**config.mk**
```make
export PLATFORM = sky130hd
export DESIGN_NAME = smpl_trigger
export DESIGN_NICKNAME = d
export VERILOG_FILES = /design/src/rtl/smpl_pkg.sv /design/src/rtl/smpl_decim.sv /design/src/rtl/smpl_trigger.sv
export SDC_FILE = /design/constraint.sdc
export NUM_CORES = 1
export LEC_CHECK = 0
export CORE_ASPECT_RATIO = 2
export CORE_UTILIZATION = 51
export CTS_BUF_LIST = sky130_fd_sc_hd__clkbuf_8
export DETAILED_ROUTE_END_ITERATION = 7
export GPL_ROUTABILITY_DRIVEN = 1
export PLACE_DENSITY = 0.74
export RECOVER_POWER = 25
export SLEW_MARGIN = 15
export SYNTH_ARGS = -nofsm -noshare
export SYNTH_HDL_FRONTEND = slang
export SYNTH_SLANG_ARGS = --single-unit
```
**constraint.sdc**
```tcl
create_clock -name clkSmpl -period 7.6 [get_ports clkSmpl]
set_clock_uncertainty 0.1 [all_clocks]
set_input_delay 1.14 -clock clkSmpl [delete_from_list [all_inputs] [get_ports clkSmpl]]
set_output_delay 1.14 -clock clkSmpl [all_outputs]
set_load 0.1 [all_outputs]
```
**src/rtl/smpl_pkg.sv**
```systemverilog
// Shared types and defaults for the sample acquisition front-end.
package smpl_pkg;

    localparam int DN_DEFAULT = 10;

    typedef enum logic [1:0] {
        ST_IDLE,
        ST_SEEK,
        ST_CAPTURE
    } trig_state_t;

endpackage

```
**src/rtl/smpl_decim.sv**
```systemverilog
// Keeps one valid ADC sample out of every decim+1; restart realigns the phase.
module smpl_decim
    import smpl_pkg::*;
#(
    parameter int DIV_W = 16
) (
    input  logic             clkSmpl,
    input  logic             n_reset,
    input  logic             adc_valid,
    input  logic             restart,
    input  logic [DIV_W-1:0] decim,
    output logic             take
);

    logic [DIV_W-1:0] dcnt;

    assign take = adc_valid && (dcnt == decim);

    always_ff @(posedge clkSmpl or negedge n_reset) begin
        if (!n_reset) begin
            dcnt <= '0;
        end else if (restart) begin
            dcnt <= '0;
        end else if (adc_valid) begin
            dcnt <= (dcnt == decim) ? '0 : dcnt + DIV_W'(1);
        end
    end

endmodule

```
**src/rtl/smpl_trigger.sv**
```systemverilog
// Decimating edge trigger with hysteresis and auto-timeout; emits NS samples
// per armed capture towards the display sample FIFO.
module smpl_trigger
    import smpl_pkg::*;
#(
    parameter int DN    = DN_DEFAULT,
    parameter int NS    = 320,
    parameter int DIV_W = 16,
    parameter int HYST  = 8,
    parameter int TO_W  = 20
) (
    input  logic             clkSmpl,
    input  logic             n_reset,
    input  logic [DN-1:0]    adc_data,
    input  logic             adc_valid,
    input  logic             arm,
    input  logic [DN-1:0]    trig_level,
    input  logic             trig_slope,
    input  logic             trig_auto,
    input  logic [DIV_W-1:0] decim,
    input  logic [TO_W-1:0]  timeout,
    output logic [DN-1:0]    smpl_data,
    output logic             smpl_en,
    output logic             triggered,
    output logic             forced,
    output logic             busy
);

    localparam int            NW       = (NS > 1) ? $clog2(NS) : 1;
    localparam logic [NW-1:0] LAST_IDX = NW'(NS - 1);
    localparam logic [DN:0]   HYST_EXT = (DN + 1)'(HYST);

    trig_state_t   state, state_next;
    logic          arm_s1, arm_s2, arm_s3, arm_edge;
    logic          take, restart, fire, fire_forced, emit;
    logic          hyst_flag, last_q;
    logic [TO_W-1:0] tocnt;
    logic [TO_W:0]   to_next;
    logic [NW-1:0]   ncnt;
    logic [DN:0]     lo_ext, hi_ext;
    logic [DN-1:0]   lo_thr, hi_thr;
    logic            flag_set, real_trig, auto_trig;

    smpl_decim #(
        .DIV_W(DIV_W)
    ) u_decim (
        .clkSmpl  (clkSmpl),
        .n_reset  (n_reset),
        .adc_valid(adc_valid),
        .restart  (restart),
        .decim    (decim),
        .take     (take)
    );

    always_ff @(posedge clkSmpl or negedge n_reset) begin
        if (!n_reset) begin
            arm_s1 <= 1'b0;
            arm_s2 <= 1'b0;
            arm_s3 <= 1'b0;
        end else begin
            arm_s1 <= arm;
            arm_s2 <= arm_s1;
            arm_s3 <= arm_s2;
        end
    end

    assign arm_edge = arm_s2 & ~arm_s3;

    // Hysteresis thresholds are computed one bit wider so they can saturate.
    always_comb begin
        lo_ext    = {1'b0, trig_level} - HYST_EXT;
        hi_ext    = {1'b0, trig_level} + HYST_EXT;
        lo_thr    = lo_ext[DN] ? '0 : lo_ext[DN-1:0];
        hi_thr    = hi_ext[DN] ? '1 : hi_ext[DN-1:0];
        flag_set  = trig_slope ? (adc_data > hi_thr) : (adc_data < lo_thr);
        real_trig = hyst_flag &&
                    (trig_slope ? (adc_data <= trig_level) : (adc_data >= trig_level));
        to_next   = {1'b0, tocnt} + (TO_W + 1)'(1);
        auto_trig = trig_auto && (timeout != '0) && (to_next == {1'b0, timeout});
    end

    always_ff @(posedge clkSmpl or negedge n_reset) begin
        if (!n_reset) begin
            state <= ST_IDLE;
        end else begin
            state <= state_next;
        end
    end

    // The sample that completes the timeout count is itself the forced trigger.
    always_comb begin
        state_next  = state;
        restart     = 1'b0;
        fire        = 1'b0;
        fire_forced = 1'b0;
        emit        = 1'b0;
        case (state)
            ST_IDLE: begin
                if (arm_edge) begin
                    state_next = ST_SEEK;
                    restart    = 1'b1;
                end
            end
            ST_SEEK: begin
                if (take && (real_trig || auto_trig)) begin
                    fire        = 1'b1;
                    fire_forced = !real_trig;
                    emit        = 1'b1;
                    state_next  = ST_CAPTURE;
                end
            end
            ST_CAPTURE: begin
                if (last_q) begin
                    state_next = ST_IDLE;
                end else if (take) begin
                    emit = 1'b1;
                end
            end
            default: state_next = ST_IDLE;
        endcase
    end

    // last_q holds Capture for the cycle in which the final sample is on the bus.
    always_ff @(posedge clkSmpl or negedge n_reset) begin
        if (!n_reset) begin
            smpl_data <= '0;
            smpl_en   <= 1'b0;
            hyst_flag <= 1'b0;
            tocnt     <= '0;
            ncnt      <= '0;
            last_q    <= 1'b0;
            forced    <= 1'b0;
        end else begin
            if (take) begin
                smpl_data <= adc_data;
            end
            smpl_en <= emit;
            if (restart) begin
                hyst_flag <= 1'b0;
                tocnt     <= '0;
            end else if (state == ST_SEEK && take) begin
                if (flag_set) begin
                    hyst_flag <= 1'b1;
                end
                if (tocnt != '1) begin
                    tocnt <= tocnt + TO_W'(1);
                end
            end
            if (fire) begin
                forced <= fire_forced;
                ncnt   <= NW'(1);
                last_q <= 1'b0;
            end else if (state == ST_CAPTURE) begin
                if (last_q) begin
                    last_q <= 1'b0;
                end else if (emit) begin
                    if (ncnt == LAST_IDX) begin
                        last_q <= 1'b1;
                    end else begin
                        ncnt <= ncnt + NW'(1);
                    end
                end
            end
        end
    end

    assign triggered = (state == ST_CAPTURE);
    assign busy      = (state != ST_IDLE);

endmodule

```
# Word-level counts from Yosys, hierarchy flattened
# Index checks and enable logic that the tools add are counted.
# W data, S select, Z words.
[classes]
addsub = 6
n_lt_le_gt_ge = 4
eq_ne = 11
n_mux = 36
bitwise = 2
reduce_logical = 21
[ops]
columns = ["op", "n"]
rows = [
  ["$mux W20", 3],
  ["$mux W16", 3],
  ["$mux W9", 5],
  ["$add A20 B1 Y21 const B", 1],
  ["$eq A21 B20 Y1", 1],
  ["$add A20 B1 Y20 const B", 1],
  ["$mux W10", 2],
  ["$ne A20 B20 Y1 const B", 1],
  ["$reduce_bool A20 Y1", 1],
  ["$mux W1", 18],
  ["$add A16 B1 Y16 const B", 1],
  ["$eq A16 B16 Y1", 1],
  ["$reduce_bool A2 Y1", 7],
  ["$add A10 B4 Y11 const B", 1],
  ["$sub A10 B4 Y11 const B", 1],
  ["$ge A10 B10 Y1", 1],
  ["$gt A10 B10 Y1", 1],
  ["$le A10 B10 Y1", 1],
  ["$lt A10 B10 Y1", 1],
  ["$add A9 B1 Y9 const B", 1],
  ["$eq A9 B9 Y1 const B", 1],
  ["$ne A2 B2 Y1 const B", 4],
  ["$logic_and A1 B1 Y1", 6],
  ["$mux W2", 3],
  ["other kinds (13)", 14],
]
[totals]
reg_bits = 64
output_inout_bits = 14

# Depth between registers and ports, before layout
# Gate-level depths: netlist of run 1.
[logic_depth]
word_depth = 11
mapped_depth = 12

# Hierarchy
# From an unflattened synthesis of run 1, not the netlist that was laid out.
[hier_totals]
cells_unflattened = 538
area_unflattened_um2 = 4863.4
[by_module_without_submodules]
columns = ["module", "n_inst", "cells_each", "area_each_um2", "seq_area_each_um2"]
rows = [
  ["smpl_trigger", 1, 434, 3813.7, 1201.2],
  ["smpl_decim", 1, 104, 1049.8, 400.4],
]

# Least setup slack after synthesis of run 1
# No wires, ideal clock.
[synth_timing]
path_type = "input -> register"
from = "input port trig_level[5]"
to = "register hyst_flag"
setup_ns = 0.140
arrival_time_ns = 3.013
slack_ns = 4.347
path_stages = 12
path_buffers = 0
cell_sequence = "inv_1 nor3_1 nand2_1 nor2_1 nor2_1 ha_1 a21oi_1 nor2b_1 o21ai_0 nand2_1 o311ai_0 a31oi_1"
[synth_between]
elab_chain_cells = 6
word_cells_on_any_way = 9
classes_between = "add/sub (2); order compare (2); mux (3); reduce/logical (2)"
[synth_rtl]
columns = ["item", "line", "rtl"]
rows = [
  ["start, declared", "smpl_trigger.sv:17", "input logic [DN-1:0] trig_level,"],
  ["$sub A10 B4 Y11 / $add A10 B4 Y11 (equally long branches)", "smpl_trigger.sv:71, smpl_trigger.sv:72", ""],
  ["$mux W10 (on tied branches)", "smpl_trigger.sv:73, smpl_trigger.sv:74", ""],
  ["$lt A10 B10 Y1 / $gt A10 B10 Y1 (equally long branches)", "smpl_trigger.sv:75", "flag_set = trig_slope ? (adc_data > hi_thr) : (adc_data < lo_thr);"],
  ["$mux W1 (*)", "smpl_trigger.sv:75", ""],
  ["$reduce_bool A2 Y1 (no source line) (*)", "n/a", ""],
  ["$reduce_and A2 Y1 (no source line) (*)", "n/a", ""],
  ["end signal, assigned", "smpl_trigger.sv:128", "hyst_flag <= 1'b0;"],
  ["end signal, assigned", "smpl_trigger.sv:139", "hyst_flag <= 1'b0;"],
  ["end signal, assigned", "smpl_trigger.sv:143", "hyst_flag <= 1'b1;"],
  ["end, declared", "smpl_trigger.sv:36", "logic hyst_flag, last_q;"],
]
# Every way passes the cells marked *; elsewhere a longest branch is shown, timed or not.
# A chain may end at the register's enable or synchronous reset.

# Final worst setup path of run 1
# Ends and elaborated chain as after synthesis.

==> metrics.cfg, run 1 <==
[critical_path]
reg2reg_depth = 9
critPathLaunch = trig_level[5]
path_max_fanout = 7
start_kind = input port
arrival_ps = 4330
endpoint = hyst_flag
endpoint_kind = flop
r2r-start = tocnt[0]
r2r_end = smpl_en
crit_required_ps = 7710
critPathKind = in -> reg
r2r_slack_ps = 4170

[grt]
grt_pass1_vias = 4601
grt_pass1_wl_um = 21200
grt_usage = 0.276
grt_overflow_total = 0
grt_max_degree = 65
antenna_found_initial = 0

[yosys]
synthTopCellsByArea = dfrtp_1 (33%), ha_1 (9.7%), xnor2_1 (8.6%)
netlist_top_cells_count = nor2_1 (78), dfrtp_1 (64), xnor2_1 (47)
syn_nets = 654
yosys_register_bits = 64
yosys.area.top_type = dfrtp_1
synth_most_common_cell = nor2_1
yosys.area_share.xor_xnor = 0.139
async_flop_share = 1.00
synth_compound_area_frac = 0.115
synthMuxAreaShare = 0.0319
ys.flop_type = dfrtp_1
synth-simple-area-share = 0.249
ys_seq_area_frac = 0.334
netlist_instances = 555
yosysTopAreaCellShare = 0.334
synth_edf_count = 0
yosysUniqueCellTypes = 50
synthAdderAreaFrac = 0.0967
synth_top_family_by_area = simple AND/OR/NAND/NOR gates
avgSynthCellArea_um2 = 8.63
synth_warnings = 0
synth_area_um2 = 4790

[cells_and_area]
n_antenna_cell = 0
area_growth_pct = 21.3
nets = 724
drive_above_1_share = 0.0524

[routing]
drc = 12
via_count = 4313
routedWlPerCell_um = 17.2
drtIter0Drc = 219
antenna_left = 0
dr.pass1.iters = 7
via_per_inst = 5.89
postRouteWirelength_um = 12600

[run]
cap_violations = 1

[timing]
rsz0062_at_grt = false
worst_pin_slew_ps = 3500
setup_viol = 0
finalSetupTns_ps = 0
fmax_mhz = 237
slew_headroom = -1.33
slew_violations = 65
fin_crit_ps = 4220
hold_viol = 0
timing.final.crit_share = 0.555

[outcome]
outcome = finished with violations
violations = design-rule violations, max-capacitance violations, max-slew violations

[power]
p_per_area_nw_per_um2 = 153
p_leak_nw = 2.56
total_power_uw = 890
ir_worst_vdd_mv = 0.0907

[place]
place.gp.congestion = 0.893
place_hpwl_um = 9960
numPortBuffers = 75

[cts]
clk_pin_slew_ps = 70
cts-root-buf = clkbuf_8
clockBufferDepth = 2
cts_setup_buffers = 0
clkLatencyLatePin_ps = 350
cts_buffers = 9
clock_sinks = 64
post_cts_resized = 0
cts_hold_buf = 0
cts_tree = built
htree_levels = 3

[die]
rows = 49
dieArea_um2 = 9810
io_pins = 76
core_um2 = 9070
die_y_um = 139
dieWidth_um = 70.5
initial_utilization = 0.528

[min_path]
holdCritPathClass = reg -> reg

report_power, final:
group	internal, mW	switching, mW	leakage, nW
clock network	0.182	0.134	0.112
logic	0.0888	0.119	1.57
registers	0.352	0.0145	0.876
total	0.623	0.268	2.56
cells by family (layout without fill, tap and decap cells):
logic type                 after synthesis  count (layout)
and+or+nand+nor                        234             234
DFF                                     64              64
xor gates and xnor gates                76              76
AOI/OAI and AO/OA                       90              90
adders and majority gates               37              37
muxes                                   14              14
buffers and inverters                   40             115
layout make-up:
type | instances | area, um^2
Timing Repair Buffer | 78 | 764
Tap cell | 102 | 128
Fill cell | 802 | 3260
Inverter | 21 | 78.8
Clock buffer | 9 | 124
Sequential cell | 64 | 1600
Clock inverter | 7 | 88.8
Multi-Input combinational cell | 451 | 3030
cell usage in the layout (no fill, tap or decap), types with 7 or more instances in the layout:
master / n
a21oi_1: 26
ha_1: 37
clkbuf_8: 9
inv_1: 23
nor4_1: 10
nand2_1: 42
or3_1: 9
a21o_1: 7
nand3_1: 18
o21ai_0: 28
clkdlybuf4s50_1: 73
nor3b_1: 7
xnor2_1: 47
xor2_1: 29
mux2_2: 10
dfrtp_1: 64
and3_1: 11
nor3_1: 9
nor2_1: 78
nand4_1: 22
metal layers:
layer / GRT usage / part of all wire
met5: 0 / 0
met4: 0.172 / 0.051
met3: 0.0429 / 0.032
met2: 0.540 / 0.57
met1: 0.255 / 0.35
critical path: stages:
cell	delay (ps)
clkdlybuf4s50_1	620
inv_1	130
nor3_1	530
nand2_1	120
nor2_1	450
nor2_1	90
ha_1	310
nor2b_1	140
o21ai_0	240
nand2_1	80
o311ai_0	360
a31oi_1	130
state kept, by name, indices dropped and copies added (netlist names), 2 cells and up:
name,count
ncnt,9
smpl_data,10
state,2
tocnt,20
u_decim.dcnt,16
how the worst min path moves through the flow:
stage	slack, ps	start	depth (start not counted)	end
after floorplan	230	arm_s1	0	arm_s2
after global placement	240	arm_s1	0	arm_s2
after detailed placement	240	arm_s1	0	arm_s2
after CTS	250	arm_s1	0	arm_s2
after global routing	270	arm_s1	0	arm_s2
final	260	arm_s1	0	arm_s2
metrics by stage:
step / hold WS, ps / util / cell area, um^2 / instances / setup WS (ps)
3_5_place_dp: 238 / 0.617 / 5600 / 716 / 2990
5_1_grt: 273 / 0.640 / 5810 / 732 / 2640
6_report: 262 / 0.640 / 5810 / 732 / 3380
3_3_place_gp: 235 / 0.617 / 5600 / 716 / 3040
4_1_cts: 255 / 0.641 / 5810 / 732 / 3380
2_1_floorplan: 231 / - / 4790 / 555 / 4350
Note: power is estimated with default switching activity, not from simulation.
==> inputs of run 2 (changes only) <==
- PLACE_DENSITY: 0.74 -> 0.77
- clock period: 7.6 -> 3.4 ns (I/O delays scaled with it)
==> run 2 against run 1 <==
Compared with the run above: the run still ends with design-rule violations, max-capacitance violations, max-slew violations left; setup slack lost 3100 ps; global-route usage is 1.2 points higher; combinational power grew 130%; non-clock buffer count is 23 higher; worst hold slack improved by 2.3 ps; largest cell class unchanged.
==> metrics.cfg, run 2 (synthesis gave the netlist of run 1 again) <==
[routing]
antenna_left = 0
via_count = 4451
drtIter0Drc = 266
drc = 8
dr.pass1.iters = 6
routedWlPerCell_um = 17.1
via_per_inst = 5.90
postRouteWirelength_um = 12900

[place]
place_hpwl_um = 10300
place.gp.congestion = 0.938
place_inst = 739
numPortBuffers = 75

[min_path]
holdCritPathClass = reg -> reg

[die]
rows = 49
die_y_um = 139
io_pins = 76
initial_utilization = 0.528
dieWidth_um = 70.5
dieArea_um2 = 9810
core_um2 = 9070

[cells_and_area]
n_antenna_cell = 0
final_common_cell = nor2_1
largest_reg_flops = 20
ff_latch_area_um2 = 1600
nets = 747
final_cell_mix = nor2_1 (78), clkdlybuf4s50_1 (70), dfrtp_1 (64), xnor2_1 (47), nand2_1 (42)
drive_above_1_share = 0.0904
multi_input_area_um2 = 3030
final_cells = 755
n_fill_cell = 763
regMostFlops = tocnt
area_growth_pct = 25.2
largest_registers = tocnt x20, u_decim.dcnt x16, smpl_data x10

[timing]
setup_viol = 0
hold_ws_ps = 264
fin_crit_ps = 3100
fmax_mhz = 322
finalSetupTns_ps = 0
rsz0062_at_grt = false
worst_pin_slew_ps = 1980
slew_violations = 36
slew_headroom = -0.321
hold_viol = 0
timing.final.crit_share = 0.913

[critical_path]
start_kind = flop
critPathKind = reg -> reg
endpoint_kind = flop
arrival_ps = 3290
crit_required_ps = 3580
path_max_fanout = 11

[cts]
post_cts_resized = 0
clk_pin_slew_ps = 70
clkLatencyLatePin_ps = 350
cts_setup_buffers = 0
clockBufferDepth = 2
cts_buffers = 9
cts_tree = built
htree_levels = 3
cts-root-buf = clkbuf_8
clock_sinks = 64
cts_hold_buf = 0

[outcome]
violations = design-rule violations, max-capacitance violations, max-slew violations
outcome = finished with violations

[grt]
grt_max_degree = 36
grt_usage = 0.288
grt_pass1_wl_um = 21900
antenna_found_initial = 0
grt_overflow_total = 0
grt_pass1_vias = 4789

[power]
total_power_mw = 2.05
ir_worst_vdd_mv = 0.268
p_per_area_nw_per_um2 = 341
p_leak_nw = 2.69

[run]
cap_violations = 1

## run 2: changes by cell type in the layout (fill, tap and decap cells not counted)
cell,delta
clkinv_2,-1
clkinv_4,-1
buf_4,+27
clkdlybuf4s50_1,-3
clkbuf_8,+3
buf_2,-1
clkinvlp_4,-1
## run 2: worst paths after layout
kind	slack, ps	cells past startpoint	to	start
max in group asynchronous	1400	2	ncnt[5]	n_reset
min in group asynchronous	610	1	u_decim.dcnt[4]	n_reset
max reg2reg	300	9	smpl_en	tocnt[0]
min	260	0	arm_s2	arm_s1
max	300	9	smpl_en	tocnt[0]
min reg2reg	260	0	arm_s2	arm_s1
## run 2: metal layers
metal | share of wire | up-vias | track usage | routed length [um]
met5 | 0 | - | 0 | 0
met4 | 0.051 | 0 | 0.184 | 664
met3 | 0.038 | 51 | 0.0538 | 489
met2 | 0.57 | 137 | 0.546 | 7350
met1 | 0.34 | 2117 | 0.272 | 4430
li1 | - | 2146 | - | -
## run 2: area by class of cell
type	count	area share
clock buffer	12	0.0275
clock inverter	4	0.0113
inverter	21	0.0131
multi-input combinational	451	0.504
sequential	64	0.267
tap	102	0.0213
timing repair buffer	101	0.155
## run 2: metrics by stage
step                       util  worst slack, ps  instance area, um^2
after floorplan               -              592                 4790
after global placement    0.636             89.7                 5770
after detailed placement  0.636             42.9                 5770
after CTS                 0.661              266                 6000
after global routing      0.661             23.6                 6000
final                     0.661              295                 6000
## run 2: critical path, stage by stage, from the launching register on
cell	delay [ps]
dfrtp_1	430
ha_1	230
nand4_1	150
or4b_1	540
or3b_1	380
a31oi_1	190
o211ai_1	170
nor4_4	300
o21a_1	370
o21a_1	190
## run 2: where the power goes
group	internal (mW)	switching, mW
registers	0.786	0.0344
logic	0.204	0.267
clock network	0.468	0.288
total	1.46	0.589
